[config.mk]
export PLATFORM = sky130hd
export DESIGN_NAME = sccb_init_seq_flat
export DESIGN_NICKNAME = d
export VERILOG_FILES = /design/src/rtl/sccb_init_seq_if.sv /design/src/rtl/sccb_init_seq.sv /design/src/flat_wrapper.sv
export SDC_FILE = /design/constraint.sdc
export NUM_CORES = 1
export LEC_CHECK = 0
export ABC_CLOCK_PERIOD_IN_PS = 3200
export CAP_MARGIN = 10
export CELL_PAD_IN_SITES_DETAIL_PLACEMENT = 1
export CELL_PAD_IN_SITES_GLOBAL_PLACEMENT = 1
export CORE_ASPECT_RATIO = 1.75
export CORE_UTILIZATION = 49
export CTS_BUF_LIST = sky130_fd_sc_hd__clkbuf_8
export DETAILED_ROUTE_END_ITERATION = 7
export PLACE_DENSITY_LB_ADDON = 0.1
export SYNTH_ARGS = -nofsm -noshare
export SYNTH_HDL_FRONTEND = slang
export SYNTH_SLANG_ARGS = --single-unit
[constraint.sdc]
create_clock -name xclk -period 3.2 [get_ports xclk]
set_input_delay 0.8 -clock xclk [delete_from_list [all_inputs] [get_ports xclk]]
set_output_delay 0.8 -clock xclk [all_outputs]
set_load 0.1 [all_outputs]
[src/rtl/sccb_init_seq_if.sv]
// SCCB write-request bundle between the init sequencer and the SCCB write controller.
// Latency: none, wires only.
// Backpressure: the request side holds sccb_req/id/addr/data until sccb_ready is seen high.
//
// Signals:
//   sccb_req   - write request from the sequencer
//   sccb_ready - controller accepts a request on a cycle where req and ready are both high
//   sccb_id    - 8-bit device ID (non-zero only while a request is pending)
//   sccb_addr  - 8-bit register address
//   sccb_data  - 8-bit register value
//   sccb_done  - one-cycle pulse when the controller finishes the accepted write
// Modports: master = sequencer side, slave = SCCB controller side.
interface sccb_init_seq_if;
  logic       sccb_req;
  logic       sccb_ready;
  logic [7:0] sccb_id;
  logic [7:0] sccb_addr;
  logic [7:0] sccb_data;
  logic       sccb_done;

  modport master (
    output sccb_req,
    output sccb_id,
    output sccb_addr,
    output sccb_data,
    input  sccb_ready,
    input  sccb_done
  );

  modport slave (
    input  sccb_req,
    input  sccb_id,
    input  sccb_addr,
    input  sccb_data,
    output sccb_ready,
    output sccb_done
  );
endinterface

[src/rtl/sccb_init_seq.sv]
// sccb_init_seq: walks a fixed OV7670 register table and issues one SCCB write per entry.
// Latency: start -> sccb_req 2 cycles after the start edge; sccb_done -> next sccb_req 2 cycles.
// Backpressure: sccb_req/id/addr/data held until sccb_ready; the timeout only runs after accept.
//
// Ports:
//   xclk        - clock, all logic on the rising edge
//   rst_n       - asynchronous active-low reset
//   start       - one-cycle pulse, (re)runs the table from entry 0 when not busy
//   sccb        - request/ready/done bundle towards the SCCB write controller (master side)
//   busy        - sequence in progress
//   done        - table completed successfully, held until the next start
//   err         - a write timed out, held until the next start
//   entry_idx   - current table index (holds the failing entry on err)
//
// Build option SCCB_INIT_AUTOSTART_EN: when defined, the first edge after reset release acts
// as an internal start pulse so the camera is configured without an external start.
module sccb_init_seq #(
  parameter logic [7:0]  SLAVE_ID       = 8'h42,
  parameter logic [23:0] DELAY_CYCLES   = 24'd240000,
  parameter logic [15:0] TIMEOUT_CYCLES = 16'd50000
) (
  input  logic            xclk,
  input  logic            rst_n,
  input  logic            start,
  sccb_init_seq_if.master sccb,
  output logic            busy,
  output logic            done,
  output logic            err,
  output logic [2:0]      entry_idx
);

  typedef enum logic [2:0] {
    S_IDLE,
    S_FETCH,
    S_REQ,
    S_WAIT,
    S_DELAY,
    S_DONE,
    S_ERR
  } state_t;

  typedef enum logic [1:0] {
    K_WR,
    K_DLY,
    K_END
  } kind_t;

  typedef struct packed {
    kind_t      kind;
    logic [7:0] addr;
    logic [7:0] data;
  } entry_t;

  // Init table. Entry 0 is the COM7 soft reset; the sensor needs the settle
  // delay of entry 1 before it accepts further register writes.
  function automatic entry_t tbl(input logic [2:0] idx);
    entry_t e;
    e = '{kind: K_END, addr: 8'h00, data: 8'h00};
    case (idx)
      3'd0: e = '{kind: K_WR,  addr: 8'h12, data: 8'h80};
      3'd1: e = '{kind: K_DLY, addr: 8'h00, data: 8'h00};
      3'd2: e = '{kind: K_WR,  addr: 8'h12, data: 8'h14};
      3'd3: e = '{kind: K_WR,  addr: 8'h40, data: 8'hD0};
      3'd4: e = '{kind: K_WR,  addr: 8'h11, data: 8'h01};
      3'd5: e = '{kind: K_WR,  addr: 8'h3A, data: 8'h04};
      3'd6: e = '{kind: K_WR,  addr: 8'h8C, data: 8'h00};
      3'd7: e = '{kind: K_END, addr: 8'h00, data: 8'h00};
    endcase
    return e;
  endfunction

  state_t      state_q;
  logic [2:0]  idx_q;
  logic        req_q;
  logic [7:0]  id_q;
  logic [7:0]  addr_q;
  logic [7:0]  data_q;
  logic        busy_q;
  logic        done_q;
  logic        err_q;
  logic [15:0] tmo_q;
  logic [23:0] dly_q;

  entry_t      fetch_ent;
  logic        tmo_last;
  logic        dly_last;
  logic        start_go;

  assign fetch_ent = tbl(idx_q);

  // Terminal-count flags. The >= keeps the counters saturating even if a
  // parameter is set to 0, where the subtraction would otherwise wrap.
  assign tmo_last = (TIMEOUT_CYCLES == 16'd0) || (tmo_q >= (TIMEOUT_CYCLES - 16'd1));
  assign dly_last = (DELAY_CYCLES == 24'd0)   || (dly_q >= (DELAY_CYCLES - 24'd1));

`ifdef SCCB_INIT_AUTOSTART_EN
  // Set by reset, cleared on the first edge afterwards: a one-shot start.
  logic auto_q;

  always_ff @(posedge xclk or negedge rst_n) begin
    if (!rst_n) begin
      auto_q <= 1'b1;
    end else begin
      auto_q <= 1'b0;
    end
  end

  assign start_go = start | auto_q;
`else
  assign start_go = start;
`endif

  always_ff @(posedge xclk or negedge rst_n) begin
    if (!rst_n) begin
      state_q <= S_IDLE;
      idx_q   <= 3'd0;
      req_q   <= 1'b0;
      id_q    <= 8'h00;
      addr_q  <= 8'h00;
      data_q  <= 8'h00;
      busy_q  <= 1'b0;
      done_q  <= 1'b0;
      err_q   <= 1'b0;
      tmo_q   <= 16'd0;
      dly_q   <= 24'd0;
    end else begin
      case (state_q)
        // start is only honoured when not busy; it also clears done/err.
        S_IDLE, S_DONE, S_ERR: begin
          if (start_go) begin
            state_q <= S_FETCH;
            idx_q   <= 3'd0;
            busy_q  <= 1'b1;
            done_q  <= 1'b0;
            err_q   <= 1'b0;
          end
        end

        S_FETCH: begin
          case (fetch_ent.kind)
            K_WR: begin
              addr_q  <= fetch_ent.addr;
              data_q  <= fetch_ent.data;
              state_q <= S_REQ;
            end
            K_DLY: begin
              dly_q   <= 24'd0;
              state_q <= S_DELAY;
            end
            default: begin
              state_q <= S_DONE;
              busy_q  <= 1'b0;
              done_q  <= 1'b1;
            end
          endcase
        end

        // First REQ cycle raises the registered request; addr/data were
        // already latched in FETCH so all request fields appear together.
        S_REQ: begin
          if (!req_q) begin
            req_q <= 1'b1;
            id_q  <= SLAVE_ID;
          end else if (sccb.sccb_ready) begin
            req_q   <= 1'b0;
            id_q    <= 8'h00;
            tmo_q   <= 16'd0;
            state_q <= S_WAIT;
          end
        end

        // done is tested first so it wins over a coincident expiry.
        S_WAIT: begin
          if (sccb.sccb_done) begin
            idx_q   <= idx_q + 3'd1;
            state_q <= S_FETCH;
          end else if (tmo_last) begin
            state_q <= S_ERR;
            busy_q  <= 1'b0;
            err_q   <= 1'b1;
          end else begin
            tmo_q <= tmo_q + 16'd1;
          end
        end

        S_DELAY: begin
          if (dly_last) begin
            idx_q   <= idx_q + 3'd1;
            state_q <= S_FETCH;
          end else begin
            dly_q <= dly_q + 24'd1;
          end
        end

        default: begin
          state_q <= S_IDLE;
          req_q   <= 1'b0;
          id_q    <= 8'h00;
          busy_q  <= 1'b0;
        end
      endcase
    end
  end

  assign sccb.sccb_req  = req_q;
  assign sccb.sccb_id   = id_q;
  assign sccb.sccb_addr = addr_q;
  assign sccb.sccb_data = data_q;
  assign busy           = busy_q;
  assign done           = done_q;
  assign err            = err_q;
  assign entry_idx      = idx_q;

endmodule

[src/flat_wrapper.sv]
// flat-port wrapper written by rule: the top's interface ports become plain ports
module sccb_init_seq_flat 
#(
  parameter logic [7:0]  SLAVE_ID       = 8'h42,
  parameter logic [23:0] DELAY_CYCLES   = 24'd240000,
  parameter logic [15:0] TIMEOUT_CYCLES = 16'd50000
)
  (xclk, rst_n, start, busy, done, err, entry_idx, sccb_sccb_req, sccb_sccb_id, sccb_sccb_addr, sccb_sccb_data, sccb_sccb_ready, sccb_sccb_done);
  sccb_init_seq_if sccb_i ();
  input  logic xclk;
  input  logic rst_n;
  input  logic start;
  output logic busy;
  output logic done;
  output logic err;
  output logic [2:0] entry_idx;
  output wire logic [$bits(sccb_i.sccb_req)-1:0] sccb_sccb_req;
  output wire logic [$bits(sccb_i.sccb_id)-1:0] sccb_sccb_id;
  output wire logic [$bits(sccb_i.sccb_addr)-1:0] sccb_sccb_addr;
  output wire logic [$bits(sccb_i.sccb_data)-1:0] sccb_sccb_data;
  input wire logic [$bits(sccb_i.sccb_ready)-1:0] sccb_sccb_ready;
  input wire logic [$bits(sccb_i.sccb_done)-1:0] sccb_sccb_done;
  assign sccb_sccb_req = sccb_i.sccb_req;
  assign sccb_sccb_id = sccb_i.sccb_id;
  assign sccb_sccb_addr = sccb_i.sccb_addr;
  assign sccb_sccb_data = sccb_i.sccb_data;
  assign sccb_i.sccb_ready = sccb_sccb_ready;
  assign sccb_i.sccb_done = sccb_sccb_done;
  sccb_init_seq #(.SLAVE_ID(SLAVE_ID), .DELAY_CYCLES(DELAY_CYCLES), .TIMEOUT_CYCLES(TIMEOUT_CYCLES)) u_core (.xclk(xclk), .rst_n(rst_n), .start(start), .sccb(sccb_i), .busy(busy), .done(done), .err(err), .entry_idx(entry_idx));
endmodule
Yosys cells after proc, flatten, opt, wreduce, memory -nomap -nowiden
Memory sizes are Yosys's and may differ from the RTL's.
Index checks and enable logic that the tools add are counted.
{"block": "classes", "n_reduce_logical": 20, "div_mod_pow": 0, "bitwise": 2, "n_shift": 0, "n_addsub": 3, "n_eq_ne": 20, "magnitude_cmp": 2, "multipliers": 0, "mux": 37}
{"operator": "$mux 16", "n": 4}
{"operator": "$mux 24", "n": 2}
{"operator": "$pmux 24 s2", "n": 1}
{"operator": "$pmux 16 s2", "n": 1}
{"operator": "$mux 3", "n": 9}
{"operator": "$add 24x1->24 const B", "n": 1}
{"operator": "$ge 24x18->1 const B", "n": 1}
{"operator": "$add 16x1->16 const B", "n": 1}
{"operator": "$ge 16x16->1 const B", "n": 1}
{"operator": "$mux 8", "n": 2}
{"operator": "$pmux 8 s2", "n": 1}
{"operator": "$pmux 3 s5", "n": 1}
{"operator": "$reduce_and 5->1", "n": 3}
{"operator": "$ne 2x2->1 const B", "n": 7}
{"operator": "$mux 1", "n": 10}
{"operator": "$eq 3x3->1 const B", "n": 3}
{"operator": "$pmux 3 s3", "n": 1}
{"operator": "$ne 2x1->1 const B", "n": 4}
{"operator": "$reduce_and 4->1", "n": 2}
{"operator": "$reduce_bool 2->1", "n": 4}
{"operator": "$eq 3x2->1 const B", "n": 2}
{"operator": "$pmux 1 s2", "n": 3}
{"operator": "$pmux 3 s2", "n": 1}
{"operator": "$reduce_and 3->1", "n": 2}
{"operator": "14 further kinds", "n": 17}
{"block": "totals", "latchBits": 0, "in_bits": 5, "output_inout_bits": 31, "mem_bits_rw": 0, "word_cells": 96, "n_memories": 1, "ff_bits": 74, "mem_bits_ro": 120}
{"name": "(name not given)", "depth": 8, "word_bits": 15, "rd": 1, "rd_clocked_by_memory_dff": 0, "write_ports": 0, "line": "sccb_init_seq.sv:59", "rtl": "case (idx)"}

Depth between registers and ports, before layout
An unclocked memory read counts as a cell.
{"block": "logic_depth", "depth_word": 5, "ltp_mapped": 9, "ltp_nobuf": 6}

Worst setup path after synthesis
No wires, ideal clock.
{"block": "synth_timing", "kind": "register -> register", "from": "register u_core.idx_q[1], in the netlist u_core.entry_idx[1]", "to": "register u_core.dly_q[13]", "t_arrival_ns": 2.420, "n_path_buf": 2, "stages_incl_launch_ff": 9, "t_required_ns": 3.134, "setup_time_ns": 0.066, "synth_period_minus_slack_ns": 2.486, "path_slack_ns": 0.714, "cell_sequence": "dfrtp_1 -> inv_1 -> ha_1 -> clkbuf_1 -> nand2_1 -> nor2_1 -> clkbuf_1 -> or4_1 -> nand2_1"}
{"block": "synth_between", "elab_chain_len": 4}
{"element": "start: declaration", "line": "sccb_init_seq.sv:73", "rtl": "logic [2:0] idx_q;"}
{"element": "start signal: assignment", "line": "sccb_init_seq.sv:175", "rtl": "idx_q <= idx_q + 3'd1;"}
{"element": "start signal: assignment", "line": "sccb_init_seq.sv:188", "rtl": "idx_q <= idx_q + 3'd1;"}
{"element": "$mem_v2 8x15"}
{"element": "$eq 2x1->1", "line": "sccb_init_seq.sv:140", "rtl": "case (fetch_ent.kind)"}
{"element": "$ne 2x1->1 (no source line)"}
{"element": "$reduce_and 3->1 (no source line)"}
{"element": "end signal: assignment", "line": "sccb_init_seq.sv:191", "rtl": "dly_q <= dly_q + 24'd1;"}
{"element": "end: declaration", "line": "sccb_init_seq.sv:82", "rtl": "logic [23:0] dly_q;"}
No other way between the ends.
A chain may end at the register's enable or synchronous reset.

Worst setup path in the final report
{"block": "layout_timing", "from": "register u_core.state_q[0]", "to": "register u_core.dly_q[5]"}
{"block": "layout_between", "elab_chain_len": 3, "elab_cells_between_ends": 7, "cone_classes": "eq/ne: 4; mux: 1; reduce/logical: 2"}
{"element": "start: declaration", "line": "sccb_init_seq.sv:72", "rtl": "state_t state_q;"}
{"element": "start signal: assignment", "line": "sccb_init_seq.sv:115", "rtl": "state_q <= S_IDLE;"}
{"element": "start signal: assignment", "line": "sccb_init_seq.sv:131", "rtl": "state_q <= S_FETCH;"}
{"element": "start signal: assignment", "line": "sccb_init_seq.sv:144", "rtl": "state_q <= S_REQ;"}
{"element": "$eq 3x3->1 / $eq 3x1->1 (equally long branches)", "line": "sccb_init_seq.sv:127", "rtl": "case (state_q)"}
{"element": "$ne 2x2->1 (no source line), or another cell as far along"}
{"element": "$reduce_and 3->1 (no source line)"}
Parallel ways exist; a longest one is shown, timed or not.

==> impl_metrics.yaml <==
run_status:
  status: "finished, final reports clean"
grt:
  groute.layer.met3.usage_pct: 4.20
  global_route.usage.met1_pct: 27.6
  total_routing_resource_utilization_after_global_routing_pct: 27.1
  met2_usage_pct: 50.4
  first_global_vias: 3171
  global_route_wire_length_before_repair_um: 15100
  overflow_after_grt: 0
  global_route.peak_usage_layer: "met2"
  grt_max_degree: 34
  grt_antenna_before_repair: 0
finish:
  postLayoutCoreUtil_pct: 56.4
  antenna-diode-count: 0
  fin_nets: 407
  fill_cells: 820
  final_layout_size_suffix_gt1_share_pct: 14.9
  growth_of_design_area_from_synthesis_to_finish_pct: 10.6
power:
  static-leakage-power_nw: 1.71
  power-per-cell-area_nw_per_um2: 803
  vdd_drop_max_mv: 0.439
sta:
  finalMaxSlewViolations: 0
  relSlewSlack_pct: 44.8
  timing.final.hold_violations: 0
  final_min_period_over_clock_period_pct: 79.1
  final.setup_skew_ps: 7.35
  worst_slew_pin_slew_ps: 828
  period_minus_slack_ps: 2530
  setup_violations: 0
  rsz0062_at_grt: "no"
  max_clock_freq_mhz: 395
  worst_hold_slack_ps: 484
  setup_total_negative_slack_ps: 0
setup_path:
  slowest_delay_ps: 580
  worst-endpoint-required_ps: 3460
  r2r_setup_slack_ps: 670
  crit_path_cell_trace: "nor3b_4 -> and3_1 -> o311ai_2 -> buf_4 -> or4_1 -> a21oi_1"
  worst_path_max_delay_cell: "sky130_fd_sc_hd__dfrtp_1"
  rr_worst_depth: 6
  critical_path.max_fanout: 24
  r2r_start: "u_core.state_q[0]$_DFFE_PN0P_"
  setup.worst_path.end_class: "flop"
  critPathArrivalTime_ps: 2790
  setup.worst_path.start_class: "flop"
  crit-reg2reg-capture: "u_core.dly_q[5]$_DFFE_PN0P_"
  type_of_the_setup_path_with_the_least_slack: "flop to flop"
synthesis:
  yosys.cell_types.count: 62
  most_area_hungry_cell_type_in_the_yosys_netlist: "sky130_fd_sc_hd__dfrtp_1"
  syn-mean-instance-area_um2: 9.44
  post-synth-top-count-cell: "sky130_fd_sc_hd__dfrtp_1"
  synth-async-reset-ratio_pct: 100
  synth.cell_area_um2: 3490
  netlist_instances: 370
  yosysWarningCount: 0
  edff_count_synth: 0
  postSynthRegisterBits: 61
  postSynth.topFlopCell: "sky130_fd_sc_hd__dfrtp_1"
  synth_top_cells_by_area: "sky130_fd_sc_hd__dfrtp_1, sky130_fd_sc_hd__nand2_1, sky130_fd_sc_hd__a21oi_1, sky130_fd_sc_hd__or4_1, sky130_fd_sc_hd__o21ai_0"
  top_cells_by_count_synth: "sky130_fd_sc_hd__dfrtp_1, sky130_fd_sc_hd__nand2_1, sky130_fd_sc_hd__a21oi_1, sky130_fd_sc_hd__o21ai_0, sky130_fd_sc_hd__nand3_1"
  synth_seq_area_share_pct: 43.7
  synthDominantCellAreaShare_pct: 43.7
clock_network:
  cts_inserted_buffers: 9
  worstSkewPairLatency_ps: 340
  clk_pin_slew_worst_paths_ps: 60
  clock_tree.root_cell: "sky130_fd_sc_hd__clkbuf_8"
  ctsHoldBuffers: 0
  post_cts.resized_instances: 0
  clock_tree.htree_level_count: 3
  cts_setup_buffers: 0
  number_of_buffers_on_the_longest_clock_path: 2
  tritoncts: "yes"
  tritoncts_num_sinks: 61
place:
  port_buffers: 26
  hpwlAfterDp_um: 6820
  place_congestion: 0.854
detailed_routing:
  drt.antenna.violating_nets: 0
  drcViolationCount: 0
  num_vias: 2971
  post_drt_wl_per_cell_um: 19.0
  drt_iter0_markers: 120
  postRouteWirelength_um: 9140
  drt_first_pass_iters: 4
  vias_per_cell: 6.18
floorplanning:
  die_h_um: 114
  rows: 40
  dieArea_um2: 7480
  floorplan.initialDensity_pct: 50.9
  number_of_top_level_pins: 36
  core_region_area_um2: 6860
  horizontal_extent_of_the_die_um: 65.8
flow_run:
  max_cap_viol_count: 0
hold_path:
  hold_class: "flop to flop"
  timing.hold.worst.start: "u_core.dly_q[22]$_DFFE_PN0P_"
  holdPathStages: 1
  hold_end: "u_core.dly_q[22]$_DFFE_PN0P_"
[worst max path at each step]
stage                                          from                      endpoint  slack, ps  cells past startpoint
finish                u_core.state_q[0]$_DFFE_PN0P_   u_core.dly_q[5]$_DFFE_PN0P_        670                      6
global route          u_core.state_q[0]$_DFFE_PN0P_   u_core.dly_q[5]$_DFFE_PN0P_        550                      6
CTS                   u_core.state_q[0]$_DFFE_PN0P_   u_core.dly_q[5]$_DFFE_PN0P_        660                      6
detailed placement                  sccb_sccb_ready   u_core.tmo_q[9]$_DFFE_PN0P_        510                      6
global placement                    sccb_sccb_ready   u_core.tmo_q[9]$_DFFE_PN0P_        540                      6
floorplan           u_core.entry_idx[1]$_DFFE_PN0P_  u_core.dly_q[13]$_DFFE_PN0P_        710                      8
[metal layers]
metal / vias to the layer above / share of wire [%] / wire length, µm
met5: - / 0 / 0
met4: 0 / 3.7 / 337
met3: 26 / 1.6 / 144
met2: 33 / 58 / 5290
met1: 1511 / 37 / 3370
li1: 1401 / - / -
[registers in the layout, indices dropped and copies added (netlist names)]
| signal | flops |
|---|---|
| u_core.tmo_q | 16 |
| u_core.sccb.sccb_id | 1 |
| u_core.busy | 1 |
| u_core.done | 1 |
| u_core.dly_q | 24 |
| u_core.err | 1 |
| u_core.entry_idx | 3 |
| u_core.sccb.sccb_data | 3 |
| u_core.sccb.sccb_req | 1 |
| u_core.sccb.sccb_addr | 7 |
| u_core.state_q | 3 |
[cell families after synthesis]
group                      after synthesis  synth area share [%]
buffers and inverters                   37                  6.27
and+or+nand+nor                        162                  26.1
DFF                                     61                  43.7
adders and majority gates                8                  3.08
other                                    1                 0.107
muxes                                    9                  2.87
AOI/OAI and AO/OA                       91                  17.6
xor gates and xnor gates                 1                 0.251
[cells in the final DEF, fill, tap and decap left out, types with 2 or more instances in the layout]
cell	instances
sky130_fd_sc_hd__dfrtp_1	61
sky130_fd_sc_hd__nand2_1	43
sky130_fd_sc_hd__buf_4	30
sky130_fd_sc_hd__a21oi_1	25
sky130_fd_sc_hd__o21ai_0	21
sky130_fd_sc_hd__nand3_1	20
sky130_fd_sc_hd__nor2_1	17
sky130_fd_sc_hd__or4_1	15
sky130_fd_sc_hd__clkbuf_8	11
sky130_fd_sc_hd__nand4_1	10
sky130_fd_sc_hd__o211ai_1	10
sky130_fd_sc_hd__and3_1	9
sky130_fd_sc_hd__conb_1	9
sky130_fd_sc_hd__inv_1	8
sky130_fd_sc_hd__or3_1	8
sky130_fd_sc_hd__o31ai_1	7
sky130_fd_sc_hd__ha_1	7
sky130_fd_sc_hd__nor3_1	6
sky130_fd_sc_hd__and2_1	6
sky130_fd_sc_hd__nor4_1	5
sky130_fd_sc_hd__o21a_1	5
sky130_fd_sc_hd__nor2b_1	5
sky130_fd_sc_hd__a22o_1	5
sky130_fd_sc_hd__mux2i_1	4
sky130_fd_sc_hd__and4_1	3
sky130_fd_sc_hd__clkdlybuf4s50_1	3
sky130_fd_sc_hd__nand2b_1	2
sky130_fd_sc_hd__a21o_1	2
sky130_fd_sc_hd__mux2_1	2
sky130_fd_sc_hd__o32a_1	2
sky130_fd_sc_hd__mux2_2	2
sky130_fd_sc_hd__o22ai_1	2
sky130_fd_sc_hd__clkinv_2	2
[layout make-up]
| cell class | count | area, µm² | area share (%) |
|---|---|---|---|
| Multi-Input combinational cell | 280 | 1780 | 46.0 |
| Sequential cell | 61 | 1530 | 39.5 |
| Timing Repair Buffer | 34 | 260 | 6.73 |
| Clock buffer | 11 | 151 | 3.92 |
| Tap cell | 84 | 105 | 2.72 |
| Inverter | 8 | 30.0 | 0.777 |
| Clock inverter | 3 | 13.8 | 0.356 |
[through the flow]
stage          total power (W)  setup WS (ps)  cells  instance area [µm²]
3_3_place_gp           0.00248            542    467                 3700
4_1_cts                0.00314            661    481                 3860
5_1_grt                0.00328            545    481                 3860
2_1_floorplan          0.00221            714    378                 3520
3_5_place_dp           0.00252            507    467                 3700
6_report               0.00311            670    481                 3860
[power by group]
part | switching [W] | leakage [nW] | internal, W
sequential | 0.000171 | 0.823 | 0.000884
combinational | 0.00103 | 0.800 | 0.000422
clock | 0.000290 | 0.0922 | 0.000309
[critical path: cells and delay by family, from the launching register on]
family / cells / cell delay [ps]
buffers and inverters: 1 / 300
AND/OR/NAND/NOR: 3 / 1140
flip-flops: 1 / 580
AO/OA/AOI/OAI: 2 / 420
No activity file was read; power rests on OpenSTA's default activity.
